--- config.mk ---
export PLATFORM = sky130hd
export DESIGN_NAME = reorder_request_scheduler
export DESIGN_NICKNAME = d
export VERILOG_FILES = /design/src/rtl/reorder_request_scheduler_pkg.sv /design/src/rtl/reorder_request_scheduler_rr_arbiter.sv /design/src/rtl/reorder_request_scheduler.sv
export SDC_FILE = /design/constraint.sdc
export NUM_CORES = 1
export LEC_CHECK = 0
export CORE_MARGIN = 2
export CORE_UTILIZATION = 33
export DETAILED_ROUTE_END_ITERATION = 12
export PLACE_DENSITY = 0.78
export SLEW_MARGIN = 40
export SYNTH_ARGS = -nofsm -noshare
export SYNTH_HDL_FRONTEND = slang
export SYNTH_SLANG_ARGS = --single-unit
--- constraint.sdc ---
create_clock -name clk -period 3.6 [get_ports clk]
set_clock_uncertainty 0.05 [all_clocks]
set_input_delay 0.9 -clock clk [delete_from_list [all_inputs] [get_ports clk]]
set_output_delay 0.9 -clock clk [all_outputs]
set_load 0.01 [all_outputs]
--- src/rtl/reorder_request_scheduler_pkg.sv ---
// Shared types and helpers for the reorder-queue request scheduler.
// log2(n) returns the number of bits needed to hold the value n (at least 1).
package reorder_request_scheduler_pkg;

    typedef enum logic {
        ST_INIT = 1'b0,
        ST_RUN  = 1'b1
    } sched_state_e;

    function automatic int log2(input int n);
        int r;
        r = 1;
        for (int i = 1; i < 31; i++) begin
            if (n >= (1 << i)) begin
                r = i + 1;
            end
        end
        return r;
    endfunction

endpackage

--- src/rtl/reorder_request_scheduler_rr_arbiter.sv ---
// Round-robin arbiter: the lowest requesting index at or after ptr_i wins, wrapping at NUM_REQ.
// NUM_REQ is a power of two, so the wrap is plain modular addition on SRC_WIDTH bits.
module reorder_request_scheduler_rr_arbiter
    import reorder_request_scheduler_pkg::*;
#(
    parameter int NUM_REQ   = 4,
    parameter int SRC_WIDTH = log2(NUM_REQ - 1)
) (
    input  logic [NUM_REQ-1:0]   req_i,
    input  logic [SRC_WIDTH-1:0] ptr_i,
    input  logic                 enable_i,
    output logic [NUM_REQ-1:0]   grant_o,
    output logic [SRC_WIDTH-1:0] idx_o
);

    always_comb begin
        logic                 found;
        logic [SRC_WIDTH-1:0] cand;
        grant_o = '0;
        idx_o   = '0;
        found   = 1'b0;
        cand    = '0;
        for (int i = 0; i < NUM_REQ; i++) begin
            cand = ptr_i + SRC_WIDTH'(i);
            if (!found && req_i[cand]) begin
                found = 1'b1;
                idx_o = cand;
            end
        end
        if (enable_i && found) begin
            grant_o[idx_o] = 1'b1;
        end
    end

endmodule

--- src/rtl/reorder_request_scheduler.sv ---
// Issues requester reads onto one memory port, tagging each with the reorder queue's next index.
// Tracks outstanding requests and supports a drain handshake for quiescing.
module reorder_request_scheduler
    import reorder_request_scheduler_pkg::*;
#(
    parameter int NUM_REQ     = 4,
    parameter int ADDR_WIDTH  = 48,
    parameter int DEPTH       = 64,
    parameter int TAG_WIDTH   = log2(DEPTH - 1) + 1,
    parameter int INIT_CYCLES = DEPTH + 2,
    parameter int SRC_WIDTH   = log2(NUM_REQ - 1)
) (
    input  logic                          clk,
    input  logic                          rst,
    input  logic [NUM_REQ-1:0]            req_valid,
    input  logic [NUM_REQ*ADDR_WIDTH-1:0] req_addr,
    output logic [NUM_REQ-1:0]            req_ready,
    input  logic [TAG_WIDTH-1:0]          rq_index_tag,
    input  logic                          rq_full,
    output logic                          rq_increment,
    input  logic                          rq_valid,
    output logic                          mem_valid,
    output logic [ADDR_WIDTH-1:0]         mem_addr,
    output logic [TAG_WIDTH-1:0]          mem_tag,
    output logic [SRC_WIDTH-1:0]          mem_src,
    input  logic                          mem_stall,
    input  logic                          drain,
    output logic                          drained,
    output logic [TAG_WIDTH-1:0]          outstanding
);

    localparam int CNT_W = log2(INIT_CYCLES);

    sched_state_e          state_q, state_d;
    logic [CNT_W-1:0]      init_cnt_q, init_cnt_d;
    logic [SRC_WIDTH-1:0]  rr_ptr_q, rr_ptr_d;
    logic                  mem_valid_q, mem_valid_d;
    logic [ADDR_WIDTH-1:0] mem_addr_q, mem_addr_d;
    logic [TAG_WIDTH-1:0]  mem_tag_q, mem_tag_d;
    logic [SRC_WIDTH-1:0]  mem_src_q, mem_src_d;
    logic [TAG_WIDTH-1:0]  outstanding_q, outstanding_d;

    logic                  slot_free;
    logic                  can_issue;
    logic [NUM_REQ-1:0]    grant;
    logic [SRC_WIDTH-1:0]  grant_idx;

    // Gating on rst keeps a grant from slipping out while the queue itself is being reset.
    assign slot_free = !mem_valid_q || !mem_stall;
    assign can_issue = !rst && (state_q == ST_RUN) && slot_free && !rq_full && !drain
                       && (|req_valid);

    reorder_request_scheduler_rr_arbiter #(
        .NUM_REQ   (NUM_REQ),
        .SRC_WIDTH (SRC_WIDTH)
    ) u_arb (
        .req_i    (req_valid),
        .ptr_i    (rr_ptr_q),
        .enable_i (can_issue),
        .grant_o  (grant),
        .idx_o    (grant_idx)
    );

    assign req_ready    = grant;
    assign rq_increment = can_issue;
    assign mem_valid    = mem_valid_q;
    assign mem_addr     = mem_addr_q;
    assign mem_tag      = mem_tag_q;
    assign mem_src      = mem_src_q;
    assign outstanding  = outstanding_q;
    assign drained      = (state_q == ST_RUN) && (outstanding_q == '0) && !mem_valid_q && drain;

    always_comb begin
        state_d       = state_q;
        init_cnt_d    = init_cnt_q;
        rr_ptr_d      = rr_ptr_q;
        mem_valid_d   = mem_valid_q;
        mem_addr_d    = mem_addr_q;
        mem_tag_d     = mem_tag_q;
        mem_src_d     = mem_src_q;
        outstanding_d = outstanding_q;

        // The counter reaching zero and the move to RUN happen on the same edge.
        case (state_q)
            ST_INIT: begin
                if (init_cnt_q <= CNT_W'(1)) begin
                    state_d = ST_RUN;
                end
                if (init_cnt_q != '0) begin
                    init_cnt_d = init_cnt_q - CNT_W'(1);
                end
            end
            ST_RUN:  state_d = ST_RUN;
            default: state_d = ST_INIT;
        endcase

        if (mem_valid_q && mem_stall) begin
            mem_valid_d = 1'b1;
        end else if (can_issue) begin
            mem_valid_d = 1'b1;
            mem_addr_d  = req_addr[grant_idx*ADDR_WIDTH +: ADDR_WIDTH];
            mem_tag_d   = rq_index_tag;
            mem_src_d   = grant_idx;
            rr_ptr_d    = grant_idx + SRC_WIDTH'(1);
        end else begin
            mem_valid_d = 1'b0;
        end

        case ({rq_increment, rq_valid})
            2'b10:   outstanding_d = outstanding_q + TAG_WIDTH'(1);
            2'b01:   outstanding_d = outstanding_q - TAG_WIDTH'(1);
            default: outstanding_d = outstanding_q;
        endcase
    end

    always_ff @(posedge clk) begin
        if (rst) begin
            state_q       <= ST_INIT;
            init_cnt_q    <= CNT_W'(INIT_CYCLES);
            rr_ptr_q      <= '0;
            mem_valid_q   <= 1'b0;
            mem_addr_q    <= '0;
            mem_tag_q     <= '0;
            mem_src_q     <= '0;
            outstanding_q <= '0;
        end else begin
            state_q       <= state_d;
            init_cnt_q    <= init_cnt_d;
            rr_ptr_q      <= rr_ptr_d;
            mem_valid_q   <= mem_valid_d;
            mem_addr_q    <= mem_addr_d;
            mem_tag_q     <= mem_tag_d;
            mem_src_q     <= mem_src_d;
            outstanding_q <= outstanding_d;
        end
    end

    a_no_increment_when_full: assert property (@(posedge clk) disable iff (rst)
        !(rq_increment && rq_full))
        else $fatal(1, "rq_increment asserted while rq_full");

endmodule

==> results.md <==
- FP Rows: around 40
- Critical Path Sink Type: flop
- Fmax: between 0.2 and 0.3 GHz
- Final max-slew violation count: 0
- Minimum clock period: roughly 3500 ps
- Avg Cell Area, Syn: 9.399 um2
- Total congestion overflow: 0
- Kind of cell adding the most delay to the critical path: simple AND/OR/NAND/NOR gates
- # H-tree levels: 3
- Critical path's slowest cell: clkdlybuf4s50_1
- DR WL/cell: 16.31 um
- Final-layout fill cell count: 1,065
- Multi-input logic area: roughly 2500 um2
- CTS tree: built
- WHS Path Cells: 2
- Ys async rst share: 0%
- Vias/cell: approximately 5.0
- Total CTS buffers: 9
- Number of distinct library cells after synthesis: between 40 and 50
- Synthesis-to-finish area growth: 78.00%
- Worst path max stage delay: 430 ps
- Pre-antenna DRT Iters: 4
- Detailed Route Iter0 Violations: just under 200
- Max_cap viols: 0
- Clk Latency, worst-skew pair: 320 ps
- Final period util: between 90 and 100%
- Least-Margin Pin Slew: ~730 ps
- Layout Nets: 954
- Post-synth EDFFs: 0
- CP Data Arrival Time: ~3700 ps
- Seq/Total Area, Yosys: 35.58%
- Post-DP HPWL: ~12 mm
- CTS root buf: clkbuf_16
- Predominant post-synthesis flop cell: dfxtp_1
- FF-to-FF End: outstanding[6]$_SDFFE_PP0P_
- FF-to-FF path depth: 9
- Vias in the first global route: roughly 4,500
- Port Buf Inserts: 279
- Die ar.: 13,710 um2
- Post-placement setup slack: -263.4 ps
- Met2 routed WL: slightly below 8 mm
- Final hold vios: 0
- Routability cong.: roughly 0.8
- Antenna viol nets, final: 0
- Initial antenna violation count: 0
- Hold WS: 402.7 ps
- Initial Util: roughly a third
- Hold buffer count at cts: 0
- Crit-path max FO: 5
- Slew margin rel.: between 50% and 60%
- Clock-pin slew on the worst setup and hold paths: around 60 ps
- First-pass GRT wire length: 21.67 mm
- Share of cells above drive strength 1: 6.803%
- Final Core Density: between 50 and 60%
- Die W: between 100 and 150 um
- Metal3 WL: approximately 1000 um
- Die Ht: 117.1 um
- Setup violators final: 0
- Flop2flop setup slack: a little under 800 ps
- Antenna diodes: 0
- Seq cells post-synth: 75
- P_leak: about 2.8 nW
- Worst vdd ir: ~0.22 mV
- Worst Hold Class: flop to flop
- Drt drc: 0
- Power Dens Cells: between 300 and 400 nW/um2
- Routed Wire Length: about 15 mm
- Clock Sinks: between 70 and 80
- Highest metal used: met4
- M1 WL: roughly 5.8 mm
- RSZ-0062 raised after global routing: false
- R2r startpoint: mem_valid$_SDFF_PP0_
- Critical Path RT: between 3000 and 4000 ps
- Critical path class: primary input to flop
- Core area: 12,570 um2
- Worst hold start: mem_src[0]$_SDFFE_PP0P_
- CP Launch Type: primary input
- Largest net degree at the start of global routing: 62
- CP bufs+invs: 1
- Mapped Cells: 449
- Via count: 4,531
- Post-synthesis net count: ~670
- Yosys warning total: 0
- WHS Endpoint: mem_src[0]$_SDFFE_PP0P_
- Crit path cell chain: clkdlybuf4s50_1 > a211o_1 > or3_4 > ha_2 > ha_1 > nor2b_1 > o31a_1 > or3_1 > a31o_2 > a21oi_1
- Critical Path Start: mem_stall
- Status: completed
- Seq. cell area: 1501 um2
- Total GRT Usage: 20.15%
- Final worst setup slack: roughly 67 ps
- Mapped Area: roughly 4200 um2
- # IOs: 280
- Max Buffers Root-to-Sink: 2
==> final cells by class <==
class                      instances  area share, %
tap                              172          2.865
timing repair buffer             303          39.54
clock buffer                       9          2.998
clock inverter                     6         0.8827
sequential                        75          19.99
inverter                          13         0.7162
multi-input combinational        329          33.01
==> kinds of logic (layout without fill, tap and decap cells) <==
logic type	Yosys count	after routing	synth area share [%]
AOI/OAI and AO/OA	88	88	15.92
DFF	75	75	35.58
buffers and inverters	45	331	6.137
adders and majority gates	14	14	4.329
xor gates and xnor gates	7	7	1.453
and+or+nand+nor	122	122	13.34
muxes	98	98	23.24
==> worst min-delay path: cells and delay by family (launching register included) <==
kind	cells	cell delay (ps)
flops	1	310
simple gates	1	50
compound gates	1	50
==> report_power, final <==
group / internal (mW) / switching (mW)
logic: 0.428 / 0.277
registers: 0.889 / 0.0527
clock network: 0.535 / 0.352
==> through the flow <==
stage	instances	setup TNS [ps]	power [mW]	cell area (um2)
2_1_floorplan	449	0	1.292	4223
3_3_place_gp	891	-654.7	1.630	7216
3_5_place_dp	891	-1140	1.665	7219
4_1_cts	907	0	2.560	7511
5_1_grt	907	0	2.653	7512
6_report	907	0	2.534	7512
==> cells in the final DEF (no fill, tap or decap), types with 2 or more instances in the layout <==
master and instances:
clkdlybuf4s50_1 273, mux2i_1 98, dfxtp_1 75, nand2_1 73
o221ai_1 47, buf_4 23, a21oi_1 20, nor2_1 18
ha_1 12, inv_1 11, clkbuf_16 9, dlygate4sd2_1 5
and2_1 4, a31oi_1 4, xor2_1 4, nand2b_1 3
nor4_1 3, clkinv_4 3, o21ai_0 3, nor3_1 3
o211ai_1 3, xnor2_1 3, a211o_1 2, nor4b_1 2
nor2b_1 2, clkinv_2 2
==> worst max-delay path by stage <==
stage / slack (ps) / end / depth (start not counted)
3_5_place_dp: -260 / outstanding[6]$_SDFFE_PP0P_ / 10
3_3_place_gp: -160 / req_ready[1] / 8
5_1_grt: 3 / outstanding[6]$_SDFFE_PP0P_ / 10
6_report: 70 / outstanding[6]$_SDFFE_PP0P_ / 10
4_1_cts: 70 / outstanding[6]$_SDFFE_PP0P_ / 10
2_1_floorplan: 40 / outstanding[6]$_SDFFE_PP0P_ / 10
==> repair_timing <==
action / in CTS / in global routing
setup buffers: 1 / 0
endpoints found under the setup margin: 5 / 1
cloned: 0 / 0
pin swaps: 1 / 0
resized for setup: 7 / 1
==> layer usage <==
metal,up-vias,global-route usage [%]
li1,2212,-
met3,12,5.870
met4,0,4.627
met2,157,37.30
met5,-,0
met1,2150,22.83
==> registers in the layout (all words and copies together), names as in the netlist <==
| signal | flops |
|---|---|
| state_q | 1 |
| init_cnt_q | 7 |
| mem_valid | 1 |
| mem_addr | 48 |
| mem_tag | 7 |
| rr_ptr_q | 2 |
| outstanding | 7 |
| mem_src | 2 |
==> cells in the mapped netlist (2+ instances only) <==
cell,count,area [um2]
o21ai_0,3,15.01
nor2b_1,2,12.51
clkbuf_1,12,45.04
and2_1,4,25.02
a211o_1,2,17.52
a31oi_1,4,25.02
nor4_1,3,18.77
dfxtp_1,75,1501
buf_2,8,40.04
buf_6,8,90.09
mux2i_1,98,980.9
xor2_1,4,35.03
nand2_1,73,274.0
inv_1,12,45.04
xnor2_1,3,26.28
o221ai_1,47,411.6
ha_1,13,162.7
nor3_1,3,15.01
buf_4,4,30.03
nor2_1,19,71.32
nor4b_1,2,17.52
o211ai_1,3,22.52
a21oi_1,20,100.1
nand2b_1,3,18.77
Power figures use the tool's default switching activity.
